<file path="src/rtl/conv_pkg.sv">
// Shared types and constants for the conv/pool window fetcher.
package conv_pkg;

   typedef enum logic [2:0] {
      IDLE,
      FETCH,
      DRAIN,
      ISSUE,
      WAIT,
      FDONE
   } fetch_state_t;

   localparam int PIX_W     = 8;
   localparam int WIN       = 4;
   localparam int WIN_BYTES = WIN * WIN;

endpackage

</file>
<file path="src/rtl/conv_window_addr_gen.sv">
// Maps a (window, slot) pair to an SRAM address, or flags it as zero padding
// when the pixel falls outside the image.
module conv_window_addr_gen
   import conv_pkg::*;
#(
   parameter int IMG_W  = 16,
   parameter int IMG_H  = 16,
   parameter int ADDR_W = 16
) (
   input  logic [15:0]       ox,
   input  logic [15:0]       oy,
   input  logic [3:0]        slot,
   input  logic [ADDR_W-1:0] base_addr,
   output logic              pad,
   output logic [ADDR_W-1:0] mem_addr
);

   localparam logic signed [17:0] W_S = 18'(IMG_W);
   localparam logic signed [17:0] H_S = 18'(IMG_H);

   logic signed [17:0] x;
   logic signed [17:0] y;

   // Window origin sits one pixel up-left of 2*(ox,oy), so coordinates can go negative.
   always_comb begin
      x = $signed({1'b0, ox, 1'b0}) - 18'sd1 + $signed({16'd0, slot[1:0]});
      y = $signed({1'b0, oy, 1'b0}) - 18'sd1 + $signed({16'd0, slot[3:2]});
      pad = (x < 18'sd0) || (x >= W_S) || (y < 18'sd0) || (y >= H_S);
      mem_addr = base_addr + ADDR_W'(y) * ADDR_W'(IMG_W) + ADDR_W'(x);
   end

endmodule

</file>
<file path="src/rtl/conv_window_fetch.sv">
// Window fetcher: walks an image in SRAM, packs each padded 4x4 stride-2 window
// and hands it to the conv/pool stage, one window per pool_done handshake.
module conv_window_fetch
   import conv_pkg::*;
#(
   parameter int IMG_W  = 16,
   parameter int IMG_H  = 16,
   parameter int ADDR_W = 16
) (
   input  logic                         clk,
   input  logic                         rst,
   input  logic                         start,
   input  logic [ADDR_W-1:0]            base_addr,
   output logic                         mem_re,
   output logic [ADDR_W-1:0]            mem_addr,
   input  logic [7:0]                   mem_rdata,
   input  logic                         pool_done,
   output logic [WIN_BYTES*PIX_W-1:0]   image_4x4,
   output logic                         input_re,
   output logic [15:0]                  input_addr,
   output logic                         busy,
   output logic                         frame_done
);

   localparam logic [15:0] LAST_OX   = 16'(IMG_W / 2 - 1);
   localparam logic [15:0] LAST_OY   = 16'(IMG_H / 2 - 1);
   localparam logic [3:0]  LAST_SLOT = 4'(WIN_BYTES - 1);

   fetch_state_t      state;
   logic [3:0]        slot;
   logic [15:0]       ox;
   logic [15:0]       oy;
   logic [15:0]       win_idx;
   logic [ADDR_W-1:0] base_q;
   logic [ADDR_W-1:0] gen_addr;
   logic              gen_pad;
   logic              cap_valid;
   logic              cap_pad;
   logic [3:0]        cap_slot;

   conv_window_addr_gen #(
      .IMG_W  (IMG_W),
      .IMG_H  (IMG_H),
      .ADDR_W (ADDR_W)
   ) u_addr_gen (
      .ox        (ox),
      .oy        (oy),
      .slot      (slot),
      .base_addr (base_q),
      .pad       (gen_pad),
      .mem_addr  (gen_addr)
   );

   assign win_idx  = oy * 16'(IMG_W / 2) + ox;
   assign mem_re   = (state == FETCH) && !gen_pad;
   assign mem_addr = (state == FETCH) ? gen_addr : '0;

   // SRAM data lags the request by a cycle, so pad/slot ride a one-stage pipe to the capture.
   always_ff @(posedge clk) begin
      if (!rst) begin
         state      <= IDLE;
         slot       <= '0;
         ox         <= '0;
         oy         <= '0;
         base_q     <= '0;
         cap_valid  <= 1'b0;
         cap_pad    <= 1'b0;
         cap_slot   <= '0;
         image_4x4  <= '0;
         input_re   <= 1'b0;
         input_addr <= '0;
         busy       <= 1'b0;
         frame_done <= 1'b0;
      end else begin
         input_re   <= 1'b0;
         frame_done <= 1'b0;
         cap_valid  <= (state == FETCH);
         cap_pad    <= gen_pad;
         cap_slot   <= slot;
         if (cap_valid)
            image_4x4[{cap_slot, 3'b000} +: PIX_W] <= cap_pad ? 8'h00 : mem_rdata;

         case (state)
            IDLE: begin
               if (start) begin
                  busy   <= 1'b1;
                  base_q <= base_addr;
                  ox     <= '0;
                  oy     <= '0;
                  slot   <= '0;
                  state  <= FETCH;
               end
            end
            FETCH: begin
               slot <= slot + 4'd1;
               if (slot == LAST_SLOT)
                  state <= DRAIN;
            end
            DRAIN: begin
               input_re   <= 1'b1;
               input_addr <= win_idx;
               state      <= ISSUE;
            end
            ISSUE: begin
               state <= WAIT;
            end
            WAIT: begin
               if (pool_done) begin
                  if (ox == LAST_OX && oy == LAST_OY) begin
                     frame_done <= 1'b1;
                     busy       <= 1'b0;
                     state      <= FDONE;
                  end else begin
                     if (ox == LAST_OX) begin
                        ox <= '0;
                        oy <= oy + 16'd1;
                     end else begin
                        ox <= ox + 16'd1;
                     end
                     slot  <= '0;
                     state <= FETCH;
                  end
               end
            end
            FDONE: begin
               state <= IDLE;
            end
            default: begin
               state <= IDLE;
            end
         endcase
      end
   end

endmodule

</file>
<file path="config.mk">
export PLATFORM = sky130hd
export DESIGN_NAME = conv_window_fetch
export DESIGN_NICKNAME = d
export VERILOG_FILES = /design/src/rtl/conv_pkg.sv /design/src/rtl/conv_window_addr_gen.sv /design/src/rtl/conv_window_fetch.sv
export SDC_FILE = /design/constraint.sdc
export NUM_CORES = 1
export LEC_CHECK = 0
export BUFFER_PORTS_ARGS = -buffer_cell sky130_fd_sc_hd__buf_2
export CAP_MARGIN = 10
export CORE_AREA = 2 2 177 179
export DETAILED_ROUTE_END_ITERATION = 8
export DIE_AREA = 0 0 179 181
export PLACE_DENSITY = 0.62
export SETUP_SLACK_MARGIN = 0.15
export SKIP_CTS_REPAIR_TIMING = 1
export SYNTH_ARGS = -nofsm -noshare
export SYNTH_HDL_FRONTEND = slang
export SYNTH_SLANG_ARGS = --single-unit
</file>
<file path="constraint.sdc">
create_clock -name clk -period 9.6 [get_ports clk]
set_input_delay 0.48 -clock clk [delete_from_list [all_inputs] [get_ports clk]]
set_output_delay 0.48 -clock clk [all_outputs]
set_load 0.02 [all_outputs]
</file>
==> key figures <==
Status
  • Run status: completed

Timing
  • Fin. max-slew vios: 0
  • Final Hold Fails: 0
  • Final setup viols: 0
  • Skew final: between 0.015 and 0.02 ns
  • Crit share post-route: 56.8%
  • RSZ-0062 raised after global routing: false
  • Tightest Pin Transition: roughly 1.0 ns
  • Slew HR: a little under a third
  • Fmax: 183 MHz
  • TNS Setup: 0 ns
  • Minimum clock period: 5.45 ns

Setup path
  • Setup crit end kind: primary output
  • Critical path arrival: 4.97 ns
  • Crit path kind: flip-flop to primary output
  • Reg2Reg Depth: 14
  • Slowest cell on crit path: fa_1
  • CP required: 9.12 ns
  • CP Cell Sequence: inv_1 > ha_1 > inv_1 > ha_1 > inv_1 > fa_1 > nor2b_4 > o31ai_4 > a21oi_1 > xnor2_1 > fa_1 > inv_1 > ha_1 > and2_1 > a31o_2 > a31oi_1 > a21oi_1 > a31oi_1 > xor2_1 > nor2_1 > buf_2
  • Crit-path max FO: 6
  • R2R Setup Slk: 6.05 ns
  • Critical Path Most Common Cell: inv_1
  • CP Launch Type: flip-flop
  • Max incr delay on CP: 0.50 ns

Cells and area
  • Commonest non-fill, non-tap cell in the layout: nor2_1
  • Commonest cells after routing, fill and taps aside: nor2_1 (262), dfxtp_1 (208), buf_2 (191)
  • P&R area growth vs syn: 18.3%
  • Layout cell share with drive strength beyond 1: 16.8%
  • Nets: ~1800
  • Finished Cell Area: 0.0143 mm^2

Floorplanning
  • Die width: 179 um
  • Die height: 181 um
  • Initial core utilization: between 30 and 40%
  • # IOs: 192
  • Die ar.: around 0.032 mm^2
  • Core ar.: 0.0303 mm^2
  • # rows: 64

Clock tree
  • Cts bufs inserted: 25
  • # H-tree levels: 1
  • Sink Count: about 210
  • Clk Latency, worst-skew pair: between 0.5 and 0.6 ns
  • Max Buffers Root-to-Sink: 3
  • CTS tree: yes
  • Worst-path clk slew: 0.06 ns
  • Root Buffer: clkbuf_16

Synthesis
  • Syn avg cell area: about 8.3 um^2
  • Post-Syn Nets: approximately 1600
  • Main flop type after synthesis: dfxtp_1
  • Yosys reg bits: roughly 210
  • Ys async rst share: 0%
  • Syn Inst Count: roughly 1400
  • Netlist Area Pre-Place: roughly 0.012 mm^2
  • EDFF count, synth: 0
  • Synth unique cells: 74
  • Yosys warnings: 0
  • Sequential cell area fraction in the yosys report: 34.6%

Place
  • Port bufs: 191
  • Cell Area, Placed: 0.0133 mm^2
  • Post-DP HPWL: 25000 um
  • Routability cong.: about 0.94

Route
  • Post-DR vias/cell: 5.14
  • WL per Instance: 16.2 um
  • Final WL: 32900 um
  • 1st-iter DRT viols: 735
  • Detailed-router iteration count before antenna repair: 5
  • Number of routed nets with antenna violations: 0
  • Vias after detailed routing: 10415
  • Residual DRC: 0

Worst hold path
  • HP Class: primary input to flip-flop
  • Worst Hold Depth: 3

Global route
  • Largest net degree at the start of global routing: 62
  • Gr usage total: 19.6%
  • Vias in the first global route: 9924
  • Gr ovfl total: 0
  • Global-route wire length before repair: roughly 52000 um
  • Initial antenna violation count: 1

Pwr
  • Max VDD drop: 0.121 mV
  • PwrDens: 157 mW/mm^2
  • Leak: 6.38 nW

Run
  • Max Cap Viol: 0
## final timing paths
| kind | start | endpoint |
|---|---|---|
| worst max-delay path | ox[0]$_SDFFE_PN0P_ | mem_addr[14] |
| worst min-delay path | base_addr[3] | base_q[3]$_SDFFE_PN0P_ |
| worst max register to register | ox[0]$_SDFFE_PN0P_ | cap_pad$_SDFF_PN0_ |
| worst min register to register | input_addr[6]$_SDFFE_PN0P_ | input_addr[6]$_SDFFE_PN0P_ |
## state kept, by name, summed over array words and instances (netlist names), 3 cells and up
| register | cells |
|---|---|
| slot | 4 |
| ox | 16 |
| state | 3 |
| oy | 16 |
| cap_slot | 4 |
| input_addr | 16 |
| base_q | 16 |
| image_4x4 | 128 |
## cells in the mapped netlist, types with 13 or more instances
master | count | share of area [%]
nor2_1 | 262 | 8.2
a21o_1 | 15 | 0.93
nor2b_1 | 24 | 1.2
inv_1 | 103 | 3.2
and3_1 | 15 | 0.78
a21oi_1 | 114 | 4.7
nor3_1 | 28 | 1.2
nand4_1 | 16 | 0.83
nand2b_1 | 28 | 1.5
a31oi_1 | 13 | 0.67
fa_1 | 15 | 2.5
o21ai_0 | 28 | 1.2
clkbuf_1 | 45 | 1.4
ha_1 | 108 | 11
nand2_1 | 92 | 2.9
mux2i_1 | 89 | 7.4
dfxtp_1 | 208 | 35
xnor2_1 | 58 | 4.2
nand3_1 | 23 | 0.96
xor2_1 | 13 | 0.94
## worst max-delay path: cells and delay by family, from the launching register on
family	cells	cell delay, ns
AO/OA/AOI/OAI	6	1.09
XOR/XNOR	2	0.33
adder cells (fa/ha/maj)	5	1.72
buffers and inverters	5	0.44
flip-flops	1	0.42
AND/OR/NAND/NOR	3	0.42
## power by group
group	leakage, nW	internal [mW]	switching (mW)
clock	0.451	0.678	0.402
sequential	1.68	0.870	0.00709
combinational	4.25	0.108	0.171
## layout make-up
| cell class | count | area [um^2] |
|---|---|---|
| fill | 3015 | 16100 |
| multi-input combinational | 1077 | 7280 |
| sequential | 208 | 4160 |
| timing repair buffer | 194 | 978 |
| clock buffer | 28 | 647 |
| tap | 396 | 495 |
| inverter | 104 | 393 |
| clock inverter | 18 | 294 |
| antenna | 1 | 2.50 |
## layer usage
| layer | share of wire (%) | GRT usage (%) | up-vias |
|---|---|---|---|
| met5 | 0.037 | 0 | - |
| met4 | 2.2 | 4.49 | 2 |
| met3 | 5.8 | 3.54 | 46 |
| met2 | 49 | 35.4 | 258 |
| met1 | 43 | 24.0 | 4893 |
| li1 | - | - | 5216 |
## per-stage QoR
stage / util, % / hold WS (ns) / cells / setup slack (ns) / power, mW
floorplan: - / 0.436 / 1444 / 5.08 / 1.10
global placement: 43.9 / 0.441 / 1979 / 4.83 / 1.17
detailed placement: 43.9 / 0.443 / 1979 / 4.77 / 1.18
CTS: 47.0 / 0.158 / 2025 / 4.15 / 2.26
global route: 47.0 / 0.174 / 2025 / 3.82 / 2.33
finish: 47.0 / 0.176 / 2026 / 4.15 / 2.24
## logic make-up (layout without fill, tap and decap cells)
group / Yosys count / in the layout / synth area share, %
muxes: 91 / 91 / 7.58
DFF: 208 / 208 / 34.6
AOI/OAI and AO/OA: 245 / 245 / 12.9
other: 0 / 1 / 0
xor gates and xnor gates: 71 / 71 / 5.16
buffers and inverters: 159 / 344 / 5.08
and+or+nand+nor: 547 / 547 / 21.0
adders and majority gates: 123 / 123 / 13.7
Note: power is estimated with default switching activity, not from simulation.
